[config.mk]
export PLATFORM = sky130hd
export DESIGN_NAME = ram_arbiter
export DESIGN_NICKNAME = d
export VERILOG_FILES = /design/src/rtl/ram_arb_pkg.sv /design/src/rtl/rr_pick.sv /design/src/rtl/ram_arbiter.sv
export SDC_FILE = /design/constraint.sdc
export NUM_CORES = 1
export LEC_CHECK = 0
export BUFFER_PORTS_ARGS = -buffer_cell sky130_fd_sc_hd__buf_4
export CAP_MARGIN = 20
export CORE_MARGIN = 2
export CORE_UTILIZATION = 30
export DETAILED_ROUTE_END_ITERATION = 6
export GPL_TIMING_DRIVEN = 0
export PLACE_DENSITY_LB_ADDON = 0.15
export SYNTH_ARGS = -nofsm -noshare
export SYNTH_HDL_FRONTEND = slang
export SYNTH_SLANG_ARGS = --single-unit
export TNS_END_PERCENT = 100
[constraint.sdc]
create_clock -name clock -period 1.36 [get_ports clock]
set_input_delay 0.204 -clock clock [delete_from_list [all_inputs] [get_ports clock]]
set_output_delay 0.204 -clock clock [all_outputs]
set_load 0.02 [all_outputs]
[src/rtl/ram_arb_pkg.sv]
// Shared types for the MC14500B RAM arbiter.
// Optional macro: RAM_ARBITER_FIXED_PRIO_EN (fixed priority instead of round-robin).
package ram_arb_pkg;

    typedef enum logic [1:0] {
        IDLE,
        SETUP,
        STROBE,
        HOLD
    } ram_arb_state_t;

    localparam int RAM_ARB_ACCESS_CYCLES = 4;

endpackage

[src/rtl/rr_pick.sv]
// One-hot grant picker: round-robin from a start index, or a plain
// priority encoder when RAM_ARBITER_FIXED_PRIO_EN is defined.
module rr_pick #(
    parameter int N  = 2,
    parameter int PW = 1
) (
    input  logic [N-1:0]  req,
`ifndef RAM_ARBITER_FIXED_PRIO_EN
    input  logic [PW-1:0] start,
`endif
    output logic [N-1:0]  grant
);

    logic [N-1:0] lo;
    logic         found_lo;
`ifndef RAM_ARBITER_FIXED_PRIO_EN
    logic [N-1:0] hi;
    logic         found_hi;
`endif

    // hi: first requester at or after start; lo: first overall (the wrap case)
    always_comb begin
        lo       = '0;
        found_lo = 1'b0;
`ifndef RAM_ARBITER_FIXED_PRIO_EN
        hi       = '0;
        found_hi = 1'b0;
`endif
        for (int i = 0; i < N; i++) begin
            if (req[i] && !found_lo) begin
                lo[i]    = 1'b1;
                found_lo = 1'b1;
            end
`ifndef RAM_ARBITER_FIXED_PRIO_EN
            if (req[i] && !found_hi && (i >= int'(start))) begin
                hi[i]    = 1'b1;
                found_hi = 1'b1;
            end
`endif
        end
    end

`ifndef RAM_ARBITER_FIXED_PRIO_EN
    assign grant = found_hi ? hi : lo;
`else
    assign grant = lo;
`endif

endmodule

[src/rtl/ram_arbiter.sv]
// Arbitrates NUM_REQ requesters onto one async-read, level-write RAM.
// Optional macro: RAM_ARBITER_FIXED_PRIO_EN (fixed priority, no pointer).
module ram_arbiter
    import ram_arb_pkg::*;
#(
    parameter int NUM_REQ    = 2,
    parameter int DATA_WIDTH = 8,
    parameter int ADDR_WIDTH = 8
) (
    input  logic                          clock,
    input  logic                          reset,
    input  logic [NUM_REQ-1:0]            req,
    input  logic [NUM_REQ-1:0]            req_write,
    input  logic [NUM_REQ*ADDR_WIDTH-1:0] req_address,
    input  logic [NUM_REQ*DATA_WIDTH-1:0] req_data,
    output logic [NUM_REQ-1:0]            ack,
    output logic [DATA_WIDTH-1:0]         rd_data,
    output logic                          ram_write,
    output logic [ADDR_WIDTH-1:0]         ram_address,
    output logic [DATA_WIDTH-1:0]         ram_data_in,
    input  logic [DATA_WIDTH-1:0]         ram_data_out
);

    ram_arb_state_t state, next_state;

    logic [NUM_REQ-1:0]    grant;
    logic [NUM_REQ-1:0]    win_q;
    logic                  wr_q;
    logic                  sel_wr;
    logic [ADDR_WIDTH-1:0] sel_addr;
    logic [DATA_WIDTH-1:0] sel_data;

`ifndef RAM_ARBITER_FIXED_PRIO_EN
    localparam int PW = (NUM_REQ > 1) ? $clog2(NUM_REQ) : 1;

    logic [PW-1:0] ptr;
    logic [PW-1:0] ptr_next;
    logic [PW-1:0] sel_idx;

    rr_pick #(
        .N  (NUM_REQ),
        .PW (PW)
    ) u_pick (
        .req   (req),
        .start (ptr),
        .grant (grant)
    );

    assign ptr_next = (sel_idx == PW'(NUM_REQ - 1)) ? '0 : sel_idx + 1'b1;
`else
    rr_pick #(
        .N  (NUM_REQ),
        .PW (1)
    ) u_pick (
        .req   (req),
        .grant (grant)
    );
`endif

    always_comb begin
        sel_wr   = 1'b0;
        sel_addr = '0;
        sel_data = '0;
`ifndef RAM_ARBITER_FIXED_PRIO_EN
        sel_idx  = '0;
`endif
        for (int i = 0; i < NUM_REQ; i++) begin
            if (grant[i]) begin
                sel_wr   = req_write[i];
                sel_addr = req_address[i*ADDR_WIDTH +: ADDR_WIDTH];
                sel_data = req_data[i*DATA_WIDTH +: DATA_WIDTH];
`ifndef RAM_ARBITER_FIXED_PRIO_EN
                sel_idx  = PW'(i);
`endif
            end
        end
    end

    always_ff @(posedge clock) begin
        if (reset) state <= IDLE;
        else       state <= next_state;
    end

    always_comb begin
        next_state = state;
        unique case (state)
            IDLE:    if (|req) next_state = SETUP;
            SETUP:   next_state = STROBE;
            STROBE:  next_state = HOLD;
            HOLD:    next_state = IDLE;
            default: next_state = IDLE;
        endcase
    end

    // Outputs are decoded from next_state so they line up with the state
    always_ff @(posedge clock) begin
        if (reset) begin
            ack         <= '0;
            rd_data     <= '0;
            ram_write   <= 1'b0;
            ram_address <= '0;
            ram_data_in <= '0;
            win_q       <= '0;
            wr_q        <= 1'b0;
`ifndef RAM_ARBITER_FIXED_PRIO_EN
            ptr         <= '0;
`endif
        end else begin
            ram_write <= (next_state == STROBE) && wr_q;
            ack       <= (next_state == HOLD) ? win_q : '0;
            if (state == IDLE && |req) begin
                win_q       <= grant;
                wr_q        <= sel_wr;
                ram_address <= sel_addr;
                ram_data_in <= sel_data;
`ifndef RAM_ARBITER_FIXED_PRIO_EN
                ptr         <= ptr_next;
`endif
            end
            if (state == STROBE && !wr_q) rd_data <= ram_data_out;
        end
    end

endmodule

# Yosys cells after proc, flatten, opt, wreduce, memory -nomap -nowiden
# Cells that the tools add are included.
dict set report op_classes {
  n_eq_ne 5
  add_sub_neg 1
  n_bitwise 1
  mux 16
  order_cmp 1
  reduce_logical 12
}
# cell n
set op_table {}
lappend op_table {{$mux W8} 4}
lappend op_table {{$mux W1} 9}
lappend op_table {{$eq A2 B2 Y1 const B} 4}
lappend op_table {{$pmux W2 S4} 1}
lappend op_table {{$logic_and A1 B1 Y1} 6}
lappend op_table {{$mux W2} 2}
lappend op_table {{$reduce_or A2 Y1} 2}
lappend op_table {{$logic_not A1 Y1} 3}
lappend op_table {{$eq A2 B1 Y1 const B} 1}
lappend op_table {{$logic_not A2 Y1} 1}
lappend op_table {{$add A1 B1 Y1 const B} 1}
lappend op_table {{$ge A1 B1 Y1 const A} 1}
lappend op_table {{$not A1 Y1} 1}
dict set report word_totals {
  reg_bits 33
  word_cells 45
  output_inout_bits 27
}

# Logic depth before layout (Yosys ltp)
# Gate-level depths: netlist (run 1).
dict set report logic_depth {
  word_depth 10
  ltp_mapped 6
  ltp_nobuf 5
}

# Cells and area by module
# From an unflattened synthesis (run 1), not the netlist that was laid out.
dict set report unflattened {
  cells_unflattened 141
  hier_area_um2 1506.4
}
# module cells_each area_each_um2 instances
set by_module_without_submodules {}
lappend by_module_without_submodules {ram_arbiter 138 1487.7 1}
lappend by_module_without_submodules {rr_pick 3 18.8 1}

# Least setup slack after synthesis (run 1)
# Ideal clock, no wire load.
dict set report synth_timing {
  path_kind {flip-flop to flip-flop}
  start {reg state[0]}
  end {reg ram_address[7]}
  setup_time_ps 122
  setup_slack_ps -42
  required_time_ps 1238
  arrival_ps 1280
  path_stages_with_launch 7
  synth_period_minus_slack_ps 1402
  path_cell_list {dfxtp_1 -> inv_1 -> ha_1 -> o21a_1 -> nor2_2 -> buf_6 -> a221o_1}
}
dict set report synth_via {
  elab_chain_cells 2
}
# item line
set synth_rtl {}
lappend synth_rtl {{start: declaration} ram_arbiter.sv:24} ;# ram_arb_state_t state, next_state;
lappend synth_rtl {{start signal: assignment} ram_arbiter.sv:81} ;# else state <= next_state;
lappend synth_rtl {{$logic_not A2 Y1} ram_arbiter.sv:111} ;# if (state == IDLE && |req) begin
lappend synth_rtl {{$logic_and A1 B1 Y1} ram_arbiter.sv:111}
lappend synth_rtl {{end signal: assignment} ram_arbiter.sv:114} ;# ram_address <= sel_addr;
lappend synth_rtl {{end: declaration} ram_arbiter.sv:19} ;# output logic [ADDR_WIDTH-1:0] ram_address,
# Every way passes these cells.
# A chain may end at the register's enable or synchronous reset.

# Final worst setup path (run 1)
dict set report layout_timing {
  start {reg state[1]}
  end {reg ram_address[5]}
}
# Same word-level chain as after synthesis.

==> flow_metrics.py, run 1 <==
metrics = {
    "run_status": {
        "status": "complete, no violations",
    },
    "final_layout": {
        "insertedDiodeCount": 0,
        "mostFrequentLayoutCells": "buf_4, dfxtp_1, a221o_1",
        "layout_commonest_cell": "buf_4",
        "fin_util_pct": 48.1,
        "final_cells": 276,
        "fin_nets": 258,
        "layout-drive-gt1-share_pct": 58.4,
        "syn_to_final_growth_pct": 52.5,
    },
    "routing": {
        "highest_layer": "met4",
        "vias": 1286,
        "drtIter0Drc": 14,
        "totalWireLength_mm": 3.81,
        "wire_per_inst_um": 13.8,
        "wl_met1_mm": 1.52,
        "via_per_inst": 4.66,
        "met2_length_mm": 1.84,
        "dr.pass1.iters": 4,
        "route.met3.wl_um": 356,
        "drc": 0,
        "detail-route-antenna-nets": 0,
    },
    "floorplan": {
        "coreArea_sq_um": 4820,
        "start_util_pct": 31.6,
        "die_h_um": 75.2,
        "dieArea_sq_um": 5650,
        "fp-row-count": 25,
        "io-pin-count": 73,
        "chipWidth_um": 75.2,
    },
    "synthesis": {
        "ys_warn_count": 0,
        "synth_ff_type": "dfxtp_1",
        "synth_area_per_cell_sq_um": 12.4,
        "synth_edf_count": 0,
        "netlist.area_leader.share_pct": 43.5,
        "synth.distinct_cells": 28,
        "syn-cell-area_sq_um": 1520,
        "ys_top_cells_by_area": "dfxtp_1, nor4b_2, a221o_1, mux2i_1, buf_6",
        "synth_seq_area_share_pct": 43.5,
        "postSynth.asyncResetShare_pct": 0,
        "synthCells": 123,
        "synth_seq_cells": 33,
        "syn_nets": 173,
        "yosys.area.top_type": "dfxtp_1",
    },
    "job": {
        "max_cap_violations": 0,
    },
    "setup_path": {
        "worstPathMaxFanout": 6,
        "slowest_stage": "dfxtp_2",
        "crit_type": "flop to flop",
        "cp_slowest_stage_delay_ns": 0.33,
        "path_buf_inv": 2,
        "worst_setup_path_end_kind": "flop",
        "cp.required_ns": 1.53,
        "crit_family": "compound AO/OA/AOI/OAI gates",
        "crit_arrival_ns": 1.52,
        "cp-start-kind": "flop",
        "crit_chain": "inv_2 -> ha_4 -> o21a_1 -> nor2_4 -> buf_6 -> a221o_1",
    },
    "clocking": {
        "cts_buffers": 5,
        "cts_tree": "built",
        "clk_pin_slew_ns": 0.07,
        "cts_max_level": 2,
        "clockBufferDepth": 2,
        "cts.sinks": 33,
        "root_buffer": "clkbuf_8",
        "clk_latency_ns": 0.28,
    },
    "global_routing": {
        "grt_pass1_wl_mm": 5.98,
        "antenna_found_initial": 0,
        "grt_overflow": 0,
        "grt_usage_pct": 14.4,
        "grt_pass1_vias": 1313,
        "grt_start_max_net_pins": 11,
    },
    "place": {
        "portBuffers": 71,
        "placedCellCount": 261,
        "place_hpwl_mm": 2.86,
        "place.gp.congestion": 0.796,
    },
    "sta": {
        "period_share_pct": 99.5,
        "slew-limit-headroom_pct": 82.2,
        "period_needed_ns": 1.35,
        "finClkSkew_ns": 0.00211,
        "hold_violations": 0,
        "rsz0062_at_grt": "true",
        "worst_slew_pin_slew_ns": 0.263,
        "setup_viol": 0,
        "maxSlewViolCount": 0,
        "fmax_mhz": 739,
    },
    "pwr": {
        "powerDensity_nw_per_um2": 1660,
        "p_leak_nw": 1.01,
        "vdd_ir_drop_max_v": 0.000674,
    },
    "worst_hold_path": {
        "hold_path.class": "primary input to flop",
    },
}
[worst paths after layout]
| check | slack (ns) | from | end | depth (start not counted) |
|---|---|---|---|---|
| worst min-delay path | 0.14 | req_address[10] | ram_address[2] | 2 |
| worst max register to register | 0.007 | state[1] | ram_address[5] | 6 |
| worst min register to register | 0.48 | win_q[0] | win_q[0] | 2 |
| worst max-delay path | 0.007 | state[1] | ram_address[5] | 6 |
[what timing repair did]
item | in CTS | in global routing
gates cloned | 1 | 0
buffers inserted | 6 | 0
pin swaps | 10 | 10
hold buffers | 0 | 0
resized for setup | 10 | 3
endpoints found under the setup margin | 25 | 24
[power by group]
part | internal [W] | total, W | switching (W)
logic | 0.000925 | 0.00178 | 0.000853
clock network | 0.000354 | 0.000701 | 0.000347
registers | 0.00122 | 0.00136 | 0.000145
total | 0.00250 | 0.00384 | 0.00134
[kinds of logic (layout without fill, tap and decap cells)]
kind of cell	after synthesis	after routing	synth area share [%]
flip-flops	33	33	43.5
multiplexers	8	8	5.27
adder cells (fa/ha/maj)	4	4	3.29
AO/OA/AOI/OAI	22	22	13.7
buffers and inverters	13	99	9.55
AND/OR/NAND/NOR	43	43	24.7
[Yosys cell counts (2+ instances only)]
library cell / count
nand2_1: 3
nor2b_1: 2
a221o_1: 16
inv_1: 2
nor2_1: 10
ha_1: 4
buf_12: 3
dfxtp_1: 33
mux2i_1: 8
buf_2: 2
buf_6: 6
and3b_1: 3
nor4b_2: 12
nor4b_1: 5
[through the flow]
stage                      TNS, ns  hold slack [ns]  setup slack [ns]  area [sq um]  total power (W)
after global routing        -0.539            0.137           -0.0483          2320          0.00410
after detailed placement     -1.43            0.430           -0.0961          2150          0.00300
after floorplan                  0            0.342            0.0217          1530          0.00243
final                            0            0.139           0.00706          2320          0.00384
after CTS                 -0.00702            0.129          -0.00344          2310          0.00387
after global placement      -0.780            0.429           -0.0602          2150          0.00295
[sequential cells by signal (all words and copies together), names as in the netlist]
signal / flops
ack: 2
ptr: 1
win_q: 2
ram_data_in: 8
ram_address: 8
state: 2
wr_q: 1
rd_data: 8
ram_write: 1
[metal layers]
layer  global-route usage, %  vias up
met5                       0        -
met4                    7.99        0
met3                    5.22        9
met2                    24.7       58
met1                    15.3      588
li1                        -      631
[area by class of cell]
cell class | count | area [sq um]
fillers | 471 | 2500
multi-input cells | 77 | 741
flip-flops and latches | 33 | 663
repair buffers | 78 | 597
plain buffers | 11 | 144
well taps | 67 | 83.8
clock buffers | 6 | 72.6
clock inverters | 2 | 10.0
inverters | 2 | 7.51
Note: power is estimated with default switching activity, not from simulation.
==> run 2: changes to the inputs <==
ABC_AREA = 1   (was not set)
==> flow_metrics.py, run 2 <==
metrics = {
    "synthesis": {
        "postSynth.asyncResetShare_pct": 0,
        "ys_warn_count": 0,
        "syn_nets": 255,
        "synth_area_per_cell_sq_um": 7.23,
        "yosys.area.top_type": "dfxtp_1",
        "synthTopCellsByCount": "nand2_1, nand3_1, dfxtp_1, inv_1, nor2_1",
        "netlist.area_leader.share_pct": 44.6,
        "synth_ff_type": "dfxtp_1",
        "synth_seq_cells": 33,
        "syn-cell-area_sq_um": 1480,
        "synth_seq_area_share_pct": 44.6,
        "synth_edf_count": 0,
        "yosys.cell_count.top_type": "nand2_1",
        "ys_top_cells_by_area": "dfxtp_1, nand3_1, nand2_1, nand4_1, inv_1",
        "synthCells": 205,
        "synth.distinct_cells": 17,
    },
    "routing": {
        "drc": 0,
        "totalWireLength_mm": 4.02,
        "detail-route-antenna-nets": 0,
        "drtIter0Drc": 65,
        "vias": 1570,
        "via_per_inst": 4.42,
        "dr.pass1.iters": 4,
        "wire_per_inst_um": 11.3,
    },
    "clocking": {
        "cts.sinks": 33,
        "cts_tree": "built",
        "root_buffer": "clkbuf_8",
        "cts_buffers": 5,
        "clk_pin_slew_ns": 0.06,
        "hold_buffers": 0,
        "clk_latency_ns": 0.28,
        "clockBufferDepth": 2,
        "cts_max_level": 2,
    },
    "sta": {
        "setup_viol": 0,
        "maxSlewViolCount": 0,
        "hold_violations": 0,
        "period_share_pct": 93.0,
        "slew-limit-headroom_pct": 71.3,
        "worst_slew_pin_slew_ns": 0.431,
        "final.setup.tns_ns": 0,
        "period_needed_ns": 1.26,
        "finClkSkew_ns": 0.00273,
        "fmax_mhz": 791,
        "holdWs_ns": 0.129,
        "rsz0062_at_grt": "true",
    },
    "final_layout": {
        "top_regs": "ram_address x8, ram_data_in x8, rd_data x8",
        "multiInputGateArea_sq_um": 667,
        "layout_commonest_cell": "buf_4",
        "final_cell_area_sq_um": 2250,
        "layout-drive-gt1-share_pct": 35.1,
        "final_cells": 355,
        "fin_nets": 337,
        "syn_to_final_growth_pct": 51.8,
        "mostFrequentLayoutCells": "buf_4, nand2_1, nand3_1",
        "insertedDiodeCount": 0,
        "seqCellArea_sq_um": 663,
        "fill_cells": 513,
    },
    "floorplan": {
        "coreArea_sq_um": 4750,
        "die_h_um": 74.3,
        "chipWidth_um": 74.3,
        "fp-row-count": 25,
        "dieArea_sq_um": 5520,
        "start_util_pct": 31.2,
        "io-pin-count": 73,
    },
    "place": {
        "place_area_sq_um": 2100,
        "portBuffers": 71,
        "place.gp.congestion": 0.766,
        "placedCellCount": 343,
        "place_hpwl_mm": 2.85,
    },
    "worst_hold_path": {
        "hold_depth": 2,
        "hold_path.class": "primary input to flop",
    },
    "pwr": {
        "p_leak_nw": 1.19,
        "powerDensity_nw_per_um2": 1870,
        "vdd_ir_drop_max_v": 0.000753,
    },
    "global_routing": {
        "antenna_found_initial": 0,
        "grt_start_max_net_pins": 11,
        "grt_usage_pct": 14.6,
        "grt_pass1_vias": 1388,
        "grt_pass1_wl_mm": 6.24,
        "grt_overflow": 0,
    },
    "setup_path": {
        "r2r_cells": 8,
        "worstPathMaxFanout": 10,
        "worst_setup_path_end_kind": "flop",
        "crit_type": "flop to flop",
        "cp.required_ns": 1.58,
        "cp-start-kind": "flop",
        "crit_arrival_ns": 1.49,
    },
    "job": {
        "max_cap_violations": 0,
    },
    "run_status": {
        "status": "complete, no violations",
    },
}
==> run 2: layout make-up <==
| type | count | share of cell area (%) |
|---|---|---|
| multi-input combinational | 133 | 29.7 |
| timing repair buffer | 75 | 24.8 |
| inverter | 27 | 4.51 |
| clock buffer | 8 | 3.56 |
| sequential | 33 | 29.5 |
| tap | 67 | 3.73 |
| buffer | 12 | 4.23 |
==> run 2: stage by stage <==
| stage | util [%] | power [W] | worst slack [ns] |
|---|---|---|---|
| after floorplan | - | 0.00260 | 0.0917 |
| after global placement | 44.1 | 0.00330 | -0.306 |
| after detailed placement | 44.1 | 0.00329 | -0.255 |
| after CTS | 46.3 | 0.00411 | 0.0172 |
| after global routing | 47.3 | 0.00458 | -0.00722 |
| final | 47.3 | 0.00421 | 0.0953 |
==> run 2: kinds of logic (layout without fill, tap and decap cells) <==
group,Yosys count,after routing,synth area share [%]
buf+inv,39,122,11.5
compound gates,14,14,5.49
fa+ha+maj,4,4,3.38
flops,33,33,44.6
simple gates,115,115,35.1
==> run 2: final timing paths <==
path            start        endpoint  slack, ns
min reg2reg  win_q[0]          ack[0]       0.43
min             reset        state[1]       0.13
max reg2reg  state[0]  ram_data_in[7]        0.1
max          state[0]  ram_data_in[7]        0.1
==> run 2: where the power goes <==
part / leakage [nW] / switching, W / internal, W / total, W
Combinational: 0.884 / 0.00121 / 0.000918 / 0.00213
Sequential: 0.271 / 0.000145 / 0.00125 / 0.00139
Clock: 0.0395 / 0.000323 / 0.000363 / 0.000686
==> run 2: per-layer routing <==
metal | GRT usage [%] | vias to the layer above | part of all wire [%]
met5 | 0 | - | 0
met4 | 5.16 | 0 | 1.4
met3 | 5.01 | 6 | 7.5
met2 | 23.2 | 58 | 48
met1 | 18.6 | 677 | 43
li1 | - | 829 | -
==> run 2: critical path: stages, from the launching register on <==
cell and delay [ns]:
dfxtp_2 0.32, inv_2 0.08, ha_2 0.20, buf_6 0.15
buf_6 0.14, nand4_1 0.10, nand3_1 0.11, nand2_1 0.05
inv_1 0.06
==> run 2: timing repair <==
| item | 4_1_cts | 5_1_grt |
|---|---|---|
| endpoints found under the setup margin | 26 | 29 |
| pin swaps | 0 | 1 |
| resized for setup | 8 | 15 |
| buffers inserted | 0 | 2 |
| cloned | 0 | 2 |
==> run 3: changes to the inputs <==
MAX_ROUTING_LAYER = met4   (was not set)
==> flow_metrics.py, run 3 (same netlist as run 2, synthesis figures left out) <==
metrics = {
    "global_routing": {
        "grt_overflow": 0,
        "antenna_found_initial": 0,
        "grt_pass1_wl_mm": 6.24,
        "grt_pass1_vias": 1388,
        "grt_usage_pct": 15.1,
        "grt_start_max_net_pins": 11,
    },
    "final_layout": {
        "seqCellArea_sq_um": 663,
        "final_cells": 355,
        "fin_nets": 337,
        "multiInputGateArea_sq_um": 667,
        "syn_to_final_growth_pct": 51.8,
        "top_regs": "ram_address x8, ram_data_in x8, rd_data x8",
        "fill_cells": 513,
        "insertedDiodeCount": 0,
        "layout_commonest_cell": "buf_4",
        "mostFrequentLayoutCells": "buf_4, nand2_1, nand3_1",
        "fin_util_pct": 47.3,
        "layout-drive-gt1-share_pct": 35.1,
    },
    "setup_path": {
        "crit_chain": "inv_2 -> ha_2 -> buf_6 -> buf_6 -> nand4_1 -> nand3_1 -> nand2_1 -> inv_1",
        "r2r_cells": 8,
        "worst_setup_path_end_kind": "flop",
        "cp.required_ns": 1.58,
        "cpMostUsedCell": "buf_6",
        "crit_type": "flop to flop",
        "ff2ff_setup_slack_ns": 0.09,
        "rr_startpoint": "state[0]",
        "slowest_stage": "dfxtp_2",
        "cp_slowest_stage_delay_ns": 0.32,
        "cp-endpoint": "ram_data_in[7]",
        "path_buf_inv": 4,
        "cp.depth": 8,
        "crit_path_start": "state[0]",
        "worstPathMaxFanout": 10,
        "r2r_end": "ram_data_in[7]",
        "crit_family": "buffers and inverters",
        "crit_arrival_ns": 1.49,
        "cp-start-kind": "flop",
    },
    "clocking": {
        "cts.sinks": 33,
        "clk_latency_ns": 0.28,
        "clk_pin_slew_ns": 0.06,
        "clockBufferDepth": 2,
        "hold_buffers": 0,
        "root_buffer": "clkbuf_8",
        "cts_buffers": 5,
        "cts_tree": "built",
        "cts_max_level": 2,
    },
    "sta": {
        "maxSlewViolCount": 0,
        "fmax_mhz": 790,
        "rsz0062_at_grt": "true",
        "worst_slew_pin_slew_ns": 0.431,
        "hold_violations": 0,
        "period_needed_ns": 1.27,
        "finClkSkew_ns": 0.00269,
        "setup_viol": 0,
        "slew-limit-headroom_pct": 71.3,
        "period_share_pct": 93.1,
    },
    "floorplan": {
        "coreArea_sq_um": 4750,
        "chipWidth_um": 74.3,
        "start_util_pct": 31.2,
        "fp-row-count": 25,
        "dieArea_sq_um": 5520,
        "die_h_um": 74.3,
        "io-pin-count": 73,
    },
    "pwr": {
        "swShare_pct": 40.0,
        "finalPower_w": 0.00421,
        "powerDensity_nw_per_um2": 1870,
        "p_int_w": 0.00253,
        "p_sw_w": 0.00168,
        "p_leak_nw": 1.19,
        "p_seq_share_pct": 33.1,
        "p_comb_share_pct": 50.6,
        "p_clk_share_pct": 16.3,
        "vdd_ir_drop_max_v": 0.000754,
    },
    "routing": {
        "via_per_inst": 4.43,
        "drc": 0,
        "wire_per_inst_um": 11.4,
        "dr.pass1.iters": 4,
        "totalWireLength_mm": 4.04,
        "detail-route-antenna-nets": 0,
        "drtIter0Drc": 70,
        "vias": 1574,
    },
    "worst_hold_path": {
        "hold_path.class": "primary input to flop",
        "min-delay-start": "reset",
    },
    "place": {
        "portBuffers": 71,
        "place.gp.congestion": 0.776,
        "placedCellCount": 343,
        "place_hpwl_mm": 2.85,
    },
    "run_status": {
        "status": "complete, no violations",
    },
    "job": {
        "max_cap_violations": 0,
    },
}
==> run 3: cell counts in the layout (fill, tap and decap cells not counted) <==
Identical to the previous run, type by type.
==> run 3: routing by layer <==
metal  wire [um]  vias up  GRT usage [%]
met5           0        -              -
li1            -      828              -
met1        1760      679           18.9
met3         291        8           4.47
met4          56        0           5.16
met2        1930       59           23.2
==> run 3: area by class of cell <==
cell class,instances,area share (%)
Multi-Input combinational cell,133,29.7
Sequential cell,33,29.5
Timing Repair Buffer,75,24.8
Inverter,27,4.51
Buffer,12,4.23
Tap cell,67,3.73
Clock buffer,8,3.56
==> run 3: stage by stage <==
step                      worst slack (ns)  cell area (sq um)  hold slack, ns   TNS, ns
after global placement              -0.306               2100           0.422     -3.38
after floorplan                     0.0917               1480           0.273         0
after global routing              -0.00722               2250           0.134  -0.00996
after detailed placement            -0.255               2100           0.424     -2.82
after CTS                           0.0172               2200           0.128         0
final                               0.0939               2250           0.129         0
==> run 3: timing repair <==
item	in CTS	in global routing
endpoints found under the setup margin	26	29
pin swaps	0	1
gates resized for setup	8	15
setup buffers	0	2
cloned	0	2
==> run 3: power groups by stage <==
stage	Clock [W]	Sequential, W	Combinational, W
2_1_floorplan	0	0.00163	0.000971
3_3_place_gp	0	0.00139	0.00191
3_5_place_dp	0	0.00139	0.00190
4_1_cts	0.000719	0.00138	0.00201
5_1_grt	0.000766	0.00143	0.00238
6_report	0.000687	0.00139	0.00213
==> run 3: worst min path at each step <==
| stage | endpoint | cells after the start |
|---|---|---|
| 3_5_place_dp | ack[0] | 2 |
| 2_1_floorplan | ptr | 1 |
| 4_1_cts | state[1] | 2 |
| 3_3_place_gp | ack[0] | 2 |
| 6_report | state[1] | 2 |
| 5_1_grt | state[1] | 2 |
==> run 3: worst register-to-register path: cells and delay by family, from the launching register on <==
kind | cells | cell delay, ns
adder cells (fa/ha/maj) | 1 | 0.20
buffers and inverters | 4 | 0.44
flip-flops | 1 | 0.32
AND/OR/NAND/NOR | 3 | 0.27
